--- config.mk ---
export PLATFORM = sky130hd
export DESIGN_NAME = reg_select_sb_flat
export DESIGN_NICKNAME = d
export VERILOG_FILES = /design/src/rtl/reg_select_sb_pkg.sv /design/src/rtl/reg_select_sb_if.sv /design/src/rtl/reg_select_sb_scoreboard.sv /design/src/rtl/reg_select_sb.sv /design/src/flat_wrapper.sv
export SDC_FILE = /design/constraint.sdc
export NUM_CORES = 1
export LEC_CHECK = 0
export ABC_AREA = 1
export CORE_UTILIZATION = 60
export DETAILED_ROUTE_END_ITERATION = 10
export DONT_BUFFER_PORTS = 1
export PLACE_DENSITY = 0.8
export SYNTH_ARGS = -nofsm -noshare
export SYNTH_HDL_FRONTEND = slang
export SYNTH_SLANG_ARGS = --single-unit
--- constraint.sdc ---
create_clock -name clock -period 2.1 [get_ports clock]
set_input_delay 0.21 -clock clock [delete_from_list [all_inputs] [get_ports clock]]
set_output_delay 0.21 -clock clock [all_outputs]
set_load 0.01 [all_outputs]
--- src/rtl/reg_select_sb_pkg.sv ---
// Shared types, default field layout and helpers for the register select unit.
// Widths here are the default configuration the top is built around.
package reg_sel_pkg;

    localparam int DATA_W_D = 32;
    localparam int NREGS_D  = 16;
    localparam int AW_D     = $clog2(NREGS_D);
    localparam int RA_LSB_D = 23;
    localparam int RB_LSB_D = 19;
    localparam int RC_LSB_D = 15;
    localparam int IMM_W    = 19;

    typedef logic [NREGS_D-1:0]  regvec_t;
    typedef logic [DATA_W_D-1:0] word_t;
    typedef logic [AW_D-1:0]     ridx_t;

    function automatic regvec_t onehot(input ridx_t idx);
        regvec_t r;
        r = '0;
        r[idx] = 1'b1;
        return r;
    endfunction

    function automatic word_t ext(input logic [IMM_W-1:0] imm,
                                  input logic sgn);
        word_t r;
        if (sgn)
            r = {{(DATA_W_D-IMM_W){imm[IMM_W-1]}}, imm};
        else
            r = {{(DATA_W_D-IMM_W){1'b0}}, imm};
        return r;
    endfunction

endpackage

--- src/rtl/reg_select_sb_if.sv ---
// Control-unit to register-select bundle.
// master = control side, slave = the select unit.
interface reg_select_sb_if #(
    parameter int DATA_W = 32,
    parameter int NREGS  = 16,
    parameter int AW     = $clog2(NREGS)
);
    logic              ir_load;
    logic [DATA_W-1:0] ir_in;
    logic              Gra;
    logic              Grb;
    logic              Grc;
    logic              Rin;
    logic              Rout;
    logic              BAout;
    logic              imm_signed;
    logic              sb_reserve;
    logic              sb_release;
    logic [AW-1:0]     sb_idx;

    logic [NREGS-1:0]  regin;
    logic [NREGS-1:0]  regout;
    logic              ba_zero;
    logic [DATA_W-1:0] imm_out;
    logic              stall;
    logic              sel_err;
    logic [NREGS-1:0]  busy;
    logic [DATA_W-1:0] ir_q;

    modport master (
        output ir_load, ir_in, Gra, Grb, Grc, Rin, Rout, BAout,
        output imm_signed, sb_reserve, sb_release, sb_idx,
        input  regin, regout, ba_zero, imm_out, stall, sel_err,
        input  busy, ir_q
    );

    modport slave (
        input  ir_load, ir_in, Gra, Grb, Grc, Rin, Rout, BAout,
        input  imm_signed, sb_reserve, sb_release, sb_idx,
        output regin, regout, ba_zero, imm_out, stall, sel_err,
        output busy, ir_q
    );

endinterface

--- src/rtl/reg_select_sb_scoreboard.sv ---
// Busy scoreboard: one bit per register, reserve/release and hazard detect.
// A release of the register being read or re-reserved bypasses the hazard.
module sb_scoreboard #(
    parameter int NREGS = 16,
    parameter int AW    = $clog2(NREGS)
) (
    input  logic             clock,
    input  logic             clear,
    input  logic             reserve,
    input  logic [AW-1:0]    ra,
    input  logic             rel,
    input  logic [AW-1:0]    rel_idx,
    input  logic             rd_req,
    input  logic             sel_v,
    input  logic [AW-1:0]    sel_idx,
    output logic [NREGS-1:0] busy,
    output logic             stall
);

    logic [NREGS-1:0] busy_q;
    logic [NREGS-1:0] busy_d;
    logic             rd_haz;
    logic             waw;

    always_comb begin
        rd_haz = rd_req & sel_v & busy_q[sel_idx]
               & ~(rel & (rel_idx == sel_idx));
        waw    = reserve & busy_q[ra]
               & ~(rel & (rel_idx == ra));
        stall  = rd_haz | waw;
        busy_d = busy_q;
        if (rel)
            busy_d[rel_idx] = 1'b0;
        // set after clear so a same-index reserve wins
        if (reserve && !stall)
            busy_d[ra] = 1'b1;
    end

    always_ff @(posedge clock) begin
        if (clear)
            busy_q <= '0;
        else
            busy_q <= busy_d;
    end

    assign busy = busy_q;

endmodule

--- src/rtl/reg_select_sb.sv ---
// Register select/encode unit: IR latch, Ra/Rb/Rc one-hot decode,
// immediate extension and busy scoreboard stall.
module reg_select_sb
    import reg_sel_pkg::*;
#(
    parameter int DATA_W = DATA_W_D,
    parameter int NREGS  = NREGS_D,
    parameter int RA_LSB = RA_LSB_D,
    parameter int RB_LSB = RB_LSB_D,
    parameter int RC_LSB = RC_LSB_D,
    parameter int IMM_W  = reg_sel_pkg::IMM_W
) (
    input  logic           clock,
    input  logic           clear,
    reg_select_sb_if.slave bus
);

    localparam int AW = $clog2(NREGS);

    if (DATA_W != DATA_W_D || NREGS != NREGS_D
        || IMM_W != reg_sel_pkg::IMM_W) begin : g_cfg_chk
        $error("reg_select_sb: widths must match reg_sel_pkg");
    end

    logic [DATA_W-1:0] ir_q;
    logic [AW-1:0]     ra;
    logic [AW-1:0]     rb;
    logic [AW-1:0]     rc;
    logic [AW-1:0]     sel_idx;
    logic              sel_v;
    logic [NREGS-1:0]  dec;
    logic              rd_req;
    logic              stall;

    always_ff @(posedge clock) begin
        if (clear)
            ir_q <= '0;
        else if (bus.ir_load)
            ir_q <= bus.ir_in;
    end

    assign ra = ir_q[RA_LSB +: AW];
    assign rb = ir_q[RB_LSB +: AW];
    assign rc = ir_q[RC_LSB +: AW];

    always_comb begin
        sel_idx = '0;
        sel_v   = 1'b0;
        if (bus.Gra) begin
            sel_idx = ra;
            sel_v   = 1'b1;
        end else if (bus.Grb) begin
            sel_idx = rb;
            sel_v   = 1'b1;
        end else if (bus.Grc) begin
            sel_idx = rc;
            sel_v   = 1'b1;
        end
    end

    assign rd_req = bus.Rout | bus.BAout;

    sb_scoreboard #(
        .NREGS (NREGS),
        .AW    (AW)
    ) u_sb (
        .clock   (clock),
        .clear   (clear),
        .reserve (bus.sb_reserve),
        .ra      (ra),
        .rel     (bus.sb_release),
        .rel_idx (bus.sb_idx),
        .rd_req  (rd_req),
        .sel_v   (sel_v),
        .sel_idx (sel_idx),
        .busy    (bus.busy),
        .stall   (stall)
    );

    always_comb begin
        dec = '0;
        if (sel_v)
            dec = onehot(sel_idx);
    end

    // two or more strobes: priority result is still driven
    assign bus.sel_err = (bus.Gra & bus.Grb) | (bus.Gra & bus.Grc)
                       | (bus.Grb & bus.Grc);

    assign bus.regin   = (bus.Rin && !stall) ? dec : '0;
    assign bus.regout  = (rd_req && !stall) ? dec : '0;
    assign bus.ba_zero = bus.BAout & sel_v & (sel_idx == '0) & ~stall;
    assign bus.imm_out = ext(ir_q[IMM_W-1:0], bus.imm_signed);
    assign bus.stall   = stall;
    assign bus.ir_q    = ir_q;

endmodule

--- src/flat_wrapper.sv ---
// flat-port wrapper written by rule: the top's interface ports become plain ports
module reg_select_sb_flat import reg_sel_pkg::*;
#(
    parameter int DATA_W = DATA_W_D,
    parameter int NREGS  = NREGS_D,
    parameter int RA_LSB = RA_LSB_D,
    parameter int RB_LSB = RB_LSB_D,
    parameter int RC_LSB = RC_LSB_D,
    parameter int IMM_W  = reg_sel_pkg::IMM_W
)
  (clock, clear, bus_ir_load, bus_ir_in, bus_Gra, bus_Grb, bus_Grc, bus_Rin, bus_Rout, bus_BAout, bus_imm_signed, bus_sb_reserve, bus_sb_release, bus_sb_idx, bus_regin, bus_regout, bus_ba_zero, bus_imm_out, bus_stall, bus_sel_err, bus_busy, bus_ir_q);
  reg_select_sb_if #(.DATA_W(DATA_W), .NREGS(NREGS)) bus_i ();
  input  logic clock;
  input  logic clear;
  input wire logic [$bits(bus_i.ir_load)-1:0] bus_ir_load;
  input wire logic [$bits(bus_i.ir_in)-1:0] bus_ir_in;
  input wire logic [$bits(bus_i.Gra)-1:0] bus_Gra;
  input wire logic [$bits(bus_i.Grb)-1:0] bus_Grb;
  input wire logic [$bits(bus_i.Grc)-1:0] bus_Grc;
  input wire logic [$bits(bus_i.Rin)-1:0] bus_Rin;
  input wire logic [$bits(bus_i.Rout)-1:0] bus_Rout;
  input wire logic [$bits(bus_i.BAout)-1:0] bus_BAout;
  input wire logic [$bits(bus_i.imm_signed)-1:0] bus_imm_signed;
  input wire logic [$bits(bus_i.sb_reserve)-1:0] bus_sb_reserve;
  input wire logic [$bits(bus_i.sb_release)-1:0] bus_sb_release;
  input wire logic [$bits(bus_i.sb_idx)-1:0] bus_sb_idx;
  output wire logic [$bits(bus_i.regin)-1:0] bus_regin;
  output wire logic [$bits(bus_i.regout)-1:0] bus_regout;
  output wire logic [$bits(bus_i.ba_zero)-1:0] bus_ba_zero;
  output wire logic [$bits(bus_i.imm_out)-1:0] bus_imm_out;
  output wire logic [$bits(bus_i.stall)-1:0] bus_stall;
  output wire logic [$bits(bus_i.sel_err)-1:0] bus_sel_err;
  output wire logic [$bits(bus_i.busy)-1:0] bus_busy;
  output wire logic [$bits(bus_i.ir_q)-1:0] bus_ir_q;
  assign bus_i.ir_load = bus_ir_load;
  assign bus_i.ir_in = bus_ir_in;
  assign bus_i.Gra = bus_Gra;
  assign bus_i.Grb = bus_Grb;
  assign bus_i.Grc = bus_Grc;
  assign bus_i.Rin = bus_Rin;
  assign bus_i.Rout = bus_Rout;
  assign bus_i.BAout = bus_BAout;
  assign bus_i.imm_signed = bus_imm_signed;
  assign bus_i.sb_reserve = bus_sb_reserve;
  assign bus_i.sb_release = bus_sb_release;
  assign bus_i.sb_idx = bus_sb_idx;
  assign bus_regin = bus_i.regin;
  assign bus_regout = bus_i.regout;
  assign bus_ba_zero = bus_i.ba_zero;
  assign bus_imm_out = bus_i.imm_out;
  assign bus_stall = bus_i.stall;
  assign bus_sel_err = bus_i.sel_err;
  assign bus_busy = bus_i.busy;
  assign bus_ir_q = bus_i.ir_q;
  reg_select_sb #(.DATA_W(DATA_W), .NREGS(NREGS), .RA_LSB(RA_LSB), .RB_LSB(RB_LSB), .RC_LSB(RC_LSB), .IMM_W(IMM_W)) u_core (.clock(clock), .clear(clear), .bus(bus_i));
endmodule
==> results_dict.tcl <==
set metrics [dict create \
    overflow 0 \
    rrSetupSlack_ns 0.14 \
    leakagePower_nw 1.43 \
    gp_congestion 0.957 \
    drcViolationCount 0 \
    period_needed_ns 2.19 \
    r2r_start "u_core.bus.ir_q[20]$_SDFFE_PP0P_" \
    comb_power_share_pct 26.6 \
    cts_tree "done" \
    detailedRoute.firstIterationViolations 224 \
    worstPathArrival_ns 1.98 \
    path_max_fanout 8 \
    power_frac_seq_pct 43.4 \
    synth_edf_count 0 \
    drive_gt1_share_pct 27.2 \
    die_w_um 75.4 \
    maxCapViolCount 0 \
    die_y_um 75.4 \
    clockRootBuffer "clkbuf_8" \
    ys_seq_area_share_pct 29.7 \
    fp-row-count 26 \
    grt_pass1_vias 2836 \
    syn_inst 486 \
    yosysTopAreaCellShare_pct 29.7 \
    path_common_cell "nand2_1" \
    grt_pass1_wl_um 13300 \
    synth_area_leaders "dfxtp_1, nand2_1, buf_4" \
    tightest_slew_ns 0.466 \
    power_switching_share_pct 34.3 \
    ys_ff_latch 48 \
    p_per_area_nw_per_um2 647 \
    grt_antenna_before_repair 0 \
    pwr-share-clk_pct 30.0 \
    power_mw 2.35 \
    fmax_ghz 0.457 \
    dp_hpwl_um 6080 \
    grt_use_total_pct 30.8 \
    critical-path-max-stage-delay_ns 0.38 \
    placed_area_um2 3110 \
    first_pass_iters 4 \
    cts_sinks 48 \
    worstHoldStart "bus_ir_in[22]" \
    maxSlewHeadroom_pct 68.7 \
    violations "negative setup slack" \
    start_kind "flop" \
    viasPerCell 5.91 \
    synthFlopType "dfxtp_1" \
    status "finished with violations" \
    timing.final.ws_setup_ns -0.0887 \
    layout_common_cells "nand2_1, a21oi_1, dfxtp_1, nor2_4, nor2_1" \
    r2r-end "u_core.u_sb.busy[10]$_SDFF_PP0_" \
    die_area_um2 5680 \
    syn_area_um2 3230 \
    io_pins 163 \
    fin_nets 522 \
    drt.antenna.violating_nets 0 \
    clock_path_buffers 2 \
    vdd_drop_max_mv 0.419 \
    cts.htree.levels 2 \
    synth-warning-count 0 \
    avgSynthCellArea_um2 6.65 \
    portBuffers 0 \
    fin_crit_sh_pct 104 \
    min_path_type "input port to flop" \
    finalMaxSlewViolations 0 \
    grt_max_degree 49 \
    final_area_um2 3640 \
    cts_buffers 5 \
    synth.largest_area_cell "dfxtp_1" \
    crit_chain "nand2_1, nand2_1, nand2_2, nand2_4, inv_6, nand2_2, nand2_1, nand2_1, nand2_1, nor2_2, nand2_4, nand2_4, clkinv_8, nand2_8, nor2_4" \
    initial_core_util_pct 62.9 \
    num_antenna_cells 0 \
    path_clk_slew_ns 0.09 \
    crit_required_ns 1.89 \
    ys_types 33 \
    clock_skew_ns 0.0107 \
    hold_end "u_core.bus.ir_q[22]$_SDFFE_PP0P_" \
    cp_slowest_cell "dfxtp_4" \
    wl_per_cell_um 16.9 \
    cp-end-kind "output pin" \
    critPathKind "flop to output pin" \
    p_sw_mw 0.808 \
    drt_wl_total_um 9220 \
    fin_util_pct 70.8 \
    reg2reg_depth 16 \
    num_vias 3219 \
    mostFrequentLayoutCell "nand2_1" \
    hold_depth 2 \
    syn2layout_area_growth_pct 12.6 \
    hold_viol 0 \
    p_int_mw 1.55 \
    fp.coreArea_um2 5140 \
    clock_latency_ns 0.31 \
    setup_viol 32 \
    rsz0062_at_grt "yes" \
    synth_fp_nets 534 \
    async_reset_ff_share_pct 0 \
]
-- what timing repair did --
action / 4_1_cts / 5_1_grt
buffers inserted: 4 / 6
cloned: 3 / 0
setup endpoints to repair: 34 / 33
pin swaps: 12 / 9
endpoints found under the hold margin: 48 / 0
resized for setup: 67 / 17
hold buffers: 1 / 0
-- how the worst max path moves through the flow --
stage / startpoint / to / slack [ns] / cells past startpoint
floorplan: u_core.bus.ir_q[23]$_SDFFE_PP0P_ / bus_regin[0] / 0.20 / 11
global placement: u_core.bus.ir_q[23]$_SDFFE_PP0P_ / bus_regin[10] / 0.15 / 11
detailed placement: u_core.bus.ir_q[25]$_SDFFE_PP0P_ / bus_regin[10] / 0.11 / 12
CTS: u_core.bus.ir_q[20]$_SDFFE_PP0P_ / bus_regout[1] / -0.07 / 15
global route: u_core.bus.ir_q[20]$_SDFFE_PP0P_ / bus_regin[2] / -0.26 / 9
finish: u_core.bus.ir_q[20]$_SDFFE_PP0P_ / bus_regin[13] / -0.09 / 15
-- stage by stage --
step	TNS (ns)	cells	hold WS, ns	setup slack [ns]
4_1_cts	-1.23	539	0.0168	-0.0692
6_report	-2.28	545	0.0279	-0.0887
5_1_grt	-6.46	545	0.0258	-0.259
2_1_floorplan	0	486	0.359	0.199
3_5_place_dp	0	523	0.283	0.109
3_3_place_gp	0	523	0.283	0.148
-- synthesized netlist by cell type, drive strengths merged, types with 2 or more instances --
master and n:
nand2 150, nor2 72, a21oi 49, dfxtp 48
buf 40, inv 36, nand3 23, o21ai 21
nand4 17, clkbuf 9, o22ai 6, a211oi 4
nand3b 2, o31ai 2, xor2 2
-- power groups by stage --
stage / sequential (mW) / combinational (mW) / clock (mW)
2_1_floorplan: 1.02 / 0.452 / 0
3_3_place_gp: 1.04 / 0.454 / 0
3_5_place_dp: 1.04 / 0.463 / 0
4_1_cts: 1.02 / 0.582 / 0.718
5_1_grt: 1.03 / 0.681 / 0.753
6_report: 1.02 / 0.626 / 0.707
-- kinds of logic after synthesis --
kind of cell           Yosys count  synth area share (%)
AND/OR/NAND/NOR                266                  40.4
flip-flops                      48                  29.7
AO/OA/AOI/OAI                   84                  14.6
buffers and inverters           86                  14.8
XOR/XNOR                         2                 0.542
-- flip-flops by register name (all words and copies together) (netlist names) --
name and cells:
u_core.u_sb.busy 16, u_core.bus.ir_q 32
-- worst max-delay path, delay by kind of cell (launching register included) --
| kind | cells | cell delay, ns |
|---|---|---|
| and+or+nand+nor | 13 | 1.10 |
| DFF | 1 | 0.38 |
| buffers and inverters | 2 | 0.16 |
-- cell type report --
class	instances	area (µm²)
multi-input combinational	355	2080
clock inverter	2	38.8
inverter	37	159
tap	70	87.6
timing repair buffer	27	215
fill	462	1500
clock buffer	6	82.6
sequential	48	980
-- per-layer routing --
metal  track usage, %  share of wire, %
met1             35.9                39
met2             52.0                48
met3             8.86                10
met4             15.2               2.9
met5                0                 0
Note: power is estimated with default switching activity, not from simulation.
